File: src/rtl/usb_fifo_arbiter.sv
// usb_fifo_arbiter: sequences and shares an FT245-style USB FIFO bus between three requesters
// (host-command receive, command-reply transmit and the recording data stream). This block
// owns all RD/WR strobe timing, so upstream logic sees only simple byte handshakes.
//
// Ports:
//   clk_i, rst_ni            system clock (50 MHz); asynchronous active-low reset
//   ena_i                    global enable: 0 blocks new grants, an in-flight transfer completes
//   rxf_i, txe_i             chip flags (active low); each passes through a 2-flop synchroniser
//   d_in_i / d_out_o         chip data bus in / out; ena_data_out_o is the tristate enable
//   rd_o (active low)        read strobe;  wr_o (active high, chip latches on falling edge)
//   rx_data_o, rx_valid_o    last received byte with a one-cycle "new" pulse
//   reply_req_i/_byte_i      pending reply byte (level, held until reply_ack_o pulses)
//   tx_data_i/_valid_i       recording stream byte; tx_ready_o completes the handshake
//   busy_o                   FSM is not idle
//
// Optional feature macro: USB_ARB_FAIR_EN. When defined, receive and write (reply+data as one
// class, reply first within it) alternate through a last-grant flag whenever both are pending.
// When undefined, strict priority applies: receive, then reply, then data.
module usb_fifo_arbiter #(
  parameter int unsigned RdLowCyc  = 3,  // 1..15
  parameter int unsigned WrHighCyc = 3,  // 1..15
  parameter int unsigned GapCyc    = 3   // 2..15
) (
  input  logic       clk_i,
  input  logic       rst_ni,
  input  logic       ena_i,
  input  logic       rxf_i,
  input  logic       txe_i,
  input  logic [7:0] d_in_i,
  output logic [7:0] d_out_o,
  output logic       ena_data_out_o,
  output logic       rd_o,
  output logic       wr_o,
  output logic [7:0] rx_data_o,
  output logic       rx_valid_o,
  input  logic       reply_req_i,
  input  logic [7:0] reply_byte_i,
  output logic       reply_ack_o,
  input  logic [7:0] tx_data_i,
  input  logic       tx_valid_i,
  output logic       tx_ready_o,
  output logic       busy_o
);

  typedef enum logic [2:0] {
    StIdle,
    StRdStrobe,
    StRdDone,
    StWrSetup,
    StWrStrobe,
    StWrHold,
    StGap
  } state_e;

  localparam logic [3:0] RdLoad  = 4'(RdLowCyc - 1);
  localparam logic [3:0] WrLoad  = 4'(WrHighCyc - 1);
  localparam logic [3:0] GapLoad = 4'(GapCyc - 1);

  state_e     state_q, state_d;
  logic [3:0] cnt_q, cnt_d;
  logic [7:0] d_out_q, d_out_d;
  logic [7:0] rx_data_q, rx_data_d;
  logic       is_reply_q, is_reply_d;

  // Strobe/status outputs are registered from the next state so the pins never glitch.
  logic rd_q, wr_q, oe_q, rx_valid_q, reply_ack_q, busy_q;

  // Flag synchronisers; reset to 1 so the flags read as inactive.
  logic [1:0] rxf_sync_q, txe_sync_q;
  logic       rxf_s, txe_s;

  always_ff @(posedge clk_i or negedge rst_ni) begin
    if (!rst_ni) begin
      rxf_sync_q <= 2'b11;
      txe_sync_q <= 2'b11;
    end else begin
      rxf_sync_q <= {rxf_sync_q[0], rxf_i};
      txe_sync_q <= {txe_sync_q[0], txe_i};
    end
  end

  assign rxf_s = rxf_sync_q[1];
  assign txe_s = txe_sync_q[1];

  // Grant arbitration; only meaningful in StIdle.
  logic rx_pend, wr_pend, pick_rx, grant_rx, grant_wr, grant_reply;

  assign rx_pend = ~rxf_s;
  assign wr_pend = ~txe_s & (reply_req_i | tx_valid_i);

`ifdef USB_ARB_FAIR_EN
  // Set when the most recent grant went to the receive path.
  logic last_rx_q;

  always_ff @(posedge clk_i or negedge rst_ni) begin
    if (!rst_ni) begin
      last_rx_q <= 1'b0;
    end else if (grant_rx || grant_wr) begin
      last_rx_q <= grant_rx;
    end
  end

  assign pick_rx = rx_pend & (~wr_pend | ~last_rx_q);
`else
  assign pick_rx = rx_pend;
`endif

  assign grant_rx    = ena_i & (state_q == StIdle) & pick_rx;
  assign grant_wr    = ena_i & (state_q == StIdle) & wr_pend & ~pick_rx;
  assign grant_reply = grant_wr & reply_req_i;

  // Stream byte is taken only in the cycle its write is granted.
  assign tx_ready_o = grant_wr & ~reply_req_i;

  always_comb begin
    state_d    = state_q;
    cnt_d      = cnt_q;
    d_out_d    = d_out_q;
    rx_data_d  = rx_data_q;
    is_reply_d = is_reply_q;
    unique case (state_q)
      StIdle: begin
        if (grant_rx) begin
          state_d = StRdStrobe;
          cnt_d   = RdLoad;
        end else if (grant_wr) begin
          state_d    = StWrSetup;
          d_out_d    = grant_reply ? reply_byte_i : tx_data_i;
          is_reply_d = grant_reply;
        end
      end
      StRdStrobe: begin
        if (cnt_q == 4'd0) begin
          rx_data_d = d_in_i;  // sampled on the last RD-low cycle
          state_d   = StRdDone;
        end else begin
          cnt_d = cnt_q - 4'd1;
        end
      end
      StRdDone: begin
        state_d = StGap;
        cnt_d   = GapLoad;
      end
      StWrSetup: begin
        state_d = StWrStrobe;
        cnt_d   = WrLoad;
      end
      StWrStrobe: begin
        if (cnt_q == 4'd0) begin
          state_d = StWrHold;
        end else begin
          cnt_d = cnt_q - 4'd1;
        end
      end
      StWrHold: begin
        state_d = StGap;
        cnt_d   = GapLoad;
      end
      StGap: begin
        if (cnt_q == 4'd0) begin
          state_d = StIdle;
        end else begin
          cnt_d = cnt_q - 4'd1;
        end
      end
      default: begin
        state_d = StIdle;
        cnt_d   = 4'd0;
      end
    endcase
  end

  always_ff @(posedge clk_i or negedge rst_ni) begin
    if (!rst_ni) begin
      state_q     <= StIdle;
      cnt_q       <= 4'd0;
      d_out_q     <= 8'h00;
      rx_data_q   <= 8'h00;
      is_reply_q  <= 1'b0;
      rd_q        <= 1'b1;
      wr_q        <= 1'b0;
      oe_q        <= 1'b0;
      rx_valid_q  <= 1'b0;
      reply_ack_q <= 1'b0;
      busy_q      <= 1'b0;
    end else begin
      state_q     <= state_d;
      cnt_q       <= cnt_d;
      d_out_q     <= d_out_d;
      rx_data_q   <= rx_data_d;
      is_reply_q  <= is_reply_d;
      rd_q        <= (state_d != StRdStrobe);
      wr_q        <= (state_d == StWrStrobe);
      oe_q        <= (state_d == StWrSetup) || (state_d == StWrStrobe) || (state_d == StWrHold);
      rx_valid_q  <= (state_d == StRdDone);
      reply_ack_q <= (state_d == StWrHold) && is_reply_d;
      busy_q      <= (state_d != StIdle);
    end
  end

  assign d_out_o        = d_out_q;
  assign ena_data_out_o = oe_q;
  assign rd_o           = rd_q;
  assign wr_o           = wr_q;
  assign rx_data_o      = rx_data_q;
  assign rx_valid_o     = rx_valid_q;
  assign reply_ack_o    = reply_ack_q;
  assign busy_o         = busy_q;

endmodule
File: config.mk
export PLATFORM = sky130hd
export DESIGN_NAME = usb_fifo_arbiter
export DESIGN_NICKNAME = d
export VERILOG_FILES = /design/src/rtl/usb_fifo_arbiter.sv
export SDC_FILE = /design/constraint.sdc
export NUM_CORES = 1
export LEC_CHECK = 0
export CORE_AREA = 2 2 63 65
export DETAILED_ROUTE_END_ITERATION = 6
export DIE_AREA = 0 0 65 67
export PLACE_DENSITY_LB_ADDON = 0.08
export RECOVER_POWER = 50
export SLEW_MARGIN = 20
export SYNTH_ARGS = -nofsm -noshare
export SYNTH_HDL_FRONTEND = slang
export SYNTH_SLANG_ARGS = --single-unit
File: constraint.sdc
create_clock -name clk_i -period 2.1 [get_ports clk_i]
set_clock_uncertainty 0.2 [all_clocks]
set_input_delay 0.42 -clock clk_i [delete_from_list [all_inputs] [get_ports clk_i]]
set_output_delay 0.42 -clock clk_i [all_outputs]
set_load 0.005 [all_outputs]
==> flow_summary.toml <==
[status]
outcome = "completed"

[global_route]
antenna_found_initial = 0
grt_pass1_wl_um = 5450
grt_pass1_vias = 1222
overflow = 0
grt_start_max_net_pins = 35
track_usage_pct = 16.8

[floorplanning]
die_y_um = 67
start_util_pct = 44.3
pin_count = 54
core-area_um2 = 3610
die-width_um = 65
row_count = 22
dieArea_um2 = 4360

[detailed_routing]
wirelength_um = 3230
drt_iter0_drc = 24
ant_nets = 0
dr.pass1.iters = 3
avgViaCountPerCell = 4.91
wl_per_cell_um = 13.2
vias = 1197
drcViolationCount = 0

[power]
powerDensity_nw_per_um2 = 1170
irDropWorstVdd_v = 0.000688
power_leakage_nw = 1.04

[synthesis]
syn_inst = 127
synth.distinct_cells = 42
avgSynthCellArea_um2 = 12.6
syn_nets = 160
ys_seq_elements = 34
yosysSeqAreaShare_pct = 53.6
synthesis.area_um2 = 1600
ys.warnings.count = 0

[placed_design]
gp_congestion = 0.781
place_ws_ns = -0.509
dpl.hpwl_um = 2490
port_buffers = 53
dp_cells = 236

[timing]
maxSlewViolCount = 0
fmax_mhz = 497
holdWs_ns = 0.159
slew_headroom_pct = 46.6
setup_slack_ns = 0.0896
worstMarginPinSlew_ns = 0.801
finalSetupViolations = 0
setup_tns_ns = 0
fin_crit_sh_pct = 95.7
rsz0062_at_grt = "no"
finalHoldViolCount = 0
min_period_ns = 2.01

[cts]
cts_buffers = 5
cts_tree = "yes"
root_buffer = "clkbuf_8"
cts_buffer_depth = 2
h-tree-depth = 2
post_cts_buffers = 0
cts.reportedPaths.clkPinSlew_ns = 0.07
clkSinkCount = 34
clk_latency_ns = 0.28

[critical_path]
critical_path_buf_inv_count = 1
critical_path.slowest_cell = "dfstp_2"
reg2reg_setup_slack_ns = 0.14
timing_worst_setup_path_type = "flop to output port"
r2r-end = "rx_data_o[3]"
cp-start-kind = "flop"
crit_chain = "o21bai_2 > nor2_2 > and3b_1 > nor2b_4 > buf_6"
required_ns = 1.48
cp_max_fo = 2
crit_start = "txe_sync_q[1]"
worstPathArrival_ns = 1.39
slowest_delay_ns = 0.52
r2r_start = "cnt_q[0]"
r2r_cells = 5
cp_top_family = "flip-flops"
end_kind = "output port"

[finish]
drive_above_1_share_pct = 27.0
nNetsFinal = 228
area_growth_pct = 47.0
diodes = 0
fin_util_pct = 65.2
final_cells = 244

[hold_path]
min_to = "txe_sync_q[1]"
hold_depth = 0
hp-start = "txe_sync_q[0]"
hp-class = "flop to flop"

[job]
drv_cap = 0
==> power by group <==
group / internal [W] / switching [W] / leakage, nW
Clock: 0.000264 / 0.000223 / 0.0482
Sequential: 0.000909 / 0.000126 / 0.408
Combinational: 0.000736 / 0.000489 / 0.579
==> how the worst max path moves through the flow <==
| stage | to | slack, ns | depth (start not counted) |
|---|---|---|---|
| 2_1_floorplan | tx_ready_o | 0.29 | 5 |
| 3_3_place_gp | tx_ready_o | -0.48 | 6 |
| 3_5_place_dp | tx_ready_o | -0.51 | 6 |
| 4_1_cts | tx_ready_o | 0.04 | 5 |
| 5_1_grt | tx_ready_o | 0.009 | 5 |
| 6_report | tx_ready_o | 0.09 | 5 |
==> through the flow <==
stage	instance area, um2	power (W)
floorplan	1600	0.00167
global placement	2260	0.00226
detailed placement	2260	0.00231
CTS	2350	0.00281
global route	2350	0.00296
finish	2350	0.00275
==> metal layers <==
layer / wire [um] / track usage, % / vias to the layer above
met1: 1360 / 18.5 / 575
met4: 8 / 4.79 / 0
met3: 170 / 5.57 / 2
met2: 1700 / 30.7 / 39
met5: 0 / 0 / -
li1: - / - / 581
==> cells in the mapped netlist <==
library cell | instances | share of area [%]
dfstp_2 | 5 | 8.2
nor2_1 | 5 | 1.2
nor3_1 | 1 | 0.31
o21ai_0 | 6 | 1.9
nand4_2 | 1 | 0.78
nand4bb_1 | 1 | 0.70
a21oi_1 | 2 | 0.63
clkbuf_1 | 1 | 0.23
nor3b_2 | 1 | 0.78
o21ai_1 | 1 | 0.31
o21bai_1 | 1 | 0.47
nor2_2 | 1 | 0.39
ha_1 | 2 | 1.6
mux2_1 | 9 | 6.3
mux2_2 | 16 | 11
o2bb2ai_1 | 1 | 0.55
or3b_4 | 1 | 0.70
a21o_1 | 1 | 0.47
o31ai_1 | 1 | 0.47
buf_2 | 3 | 0.94
o21bai_2 | 1 | 0.70
mux2_4 | 1 | 0.94
mux2i_1 | 2 | 1.3
nor3b_1 | 1 | 0.47
dfrtp_1 | 29 | 45
and3_1 | 1 | 0.39
nand3_2 | 1 | 0.63
nor2b_1 | 2 | 0.78
or2b_1 | 1 | 0.47
a32oi_2 | 1 | 1.0
a211oi_1 | 1 | 0.47
o211ai_1 | 1 | 0.47
nand2_1 | 8 | 1.9
o211a_1 | 2 | 1.3
or3_1 | 2 | 0.78
a21oi_2 | 1 | 0.55
nor2_4 | 1 | 0.70
buf_4 | 1 | 0.47
nand3_1 | 1 | 0.31
nand2b_1 | 3 | 1.2
and3b_1 | 1 | 0.55
inv_1 | 5 | 1.2
==> worst register-to-register path: stages (launching register included) <==
cell and delay [ns]:
dfrtp_1 0.41, inv_1 0.09, ha_1 0.18, nor3b_1 0.36
nand3_2 0.27, mux2_2 0.34
==> cells in the final DEF (no fill, tap or decap), types with 2 or more instances in the layout <==
| cell | netlist | final |
|---|---|---|
| a21oi_1 | 2 | 2 |
| dlygate4sd2_1 | 0 | 3 |
| buf_4 | 1 | 11 |
| o211a_1 | 2 | 2 |
| nor3b_1 | 1 | 2 |
| dlygate4sd3_1 | 0 | 6 |
| inv_1 | 5 | 5 |
| mux2_2 | 16 | 16 |
| clkbuf_8 | 0 | 6 |
| clkdlybuf4s50_1 | 0 | 43 |
| nand2_1 | 8 | 7 |
| dfrtp_1 | 29 | 29 |
| mux2_1 | 9 | 9 |
| or3_1 | 2 | 2 |
| clkbuf_1 | 1 | 2 |
| nor2_2 | 1 | 2 |
| mux2i_1 | 2 | 2 |
| nor2_1 | 5 | 4 |
| o21ai_0 | 6 | 6 |
| ha_1 | 2 | 2 |
| nand2b_1 | 3 | 3 |
| dfstp_2 | 5 | 5 |
==> registers in the layout, summed over array words and instances, names as in the netlist, 2 cells and up <==
name        count
rx_data_o       8
rxf_sync_q      2
state_q         3
txe_sync_q      2
d_out_o         8
cnt_q           4
==> repair_timing <==
item | 4_1_cts | 5_1_grt
resized for setup | 8 | 4
hold buffers | 0 | 0
pin swaps | 4 | 1
setup endpoints to repair | 1 | 1
==> cells by family after synthesis <==
kind of cell    count (synthesis)  synth area share (%)
flops                          34                  53.6
compound gates                 20                  9.23
mux                            28                  19.8
simple gates                   33                  13.0
fa+ha+maj                       2                  1.56
buf+inv                        10                  2.82
==> layout make-up <==
class	instances	area, um2
multi-input combinational	83	704
clock buffer	7	86.3
timing repair buffer	66	619
sequential	34	857
tap	48	60.1
inverter	5	18.8
clock inverter	1	5.00
fill	311	1250
No activity file was read; power rests on OpenSTA's default activity.
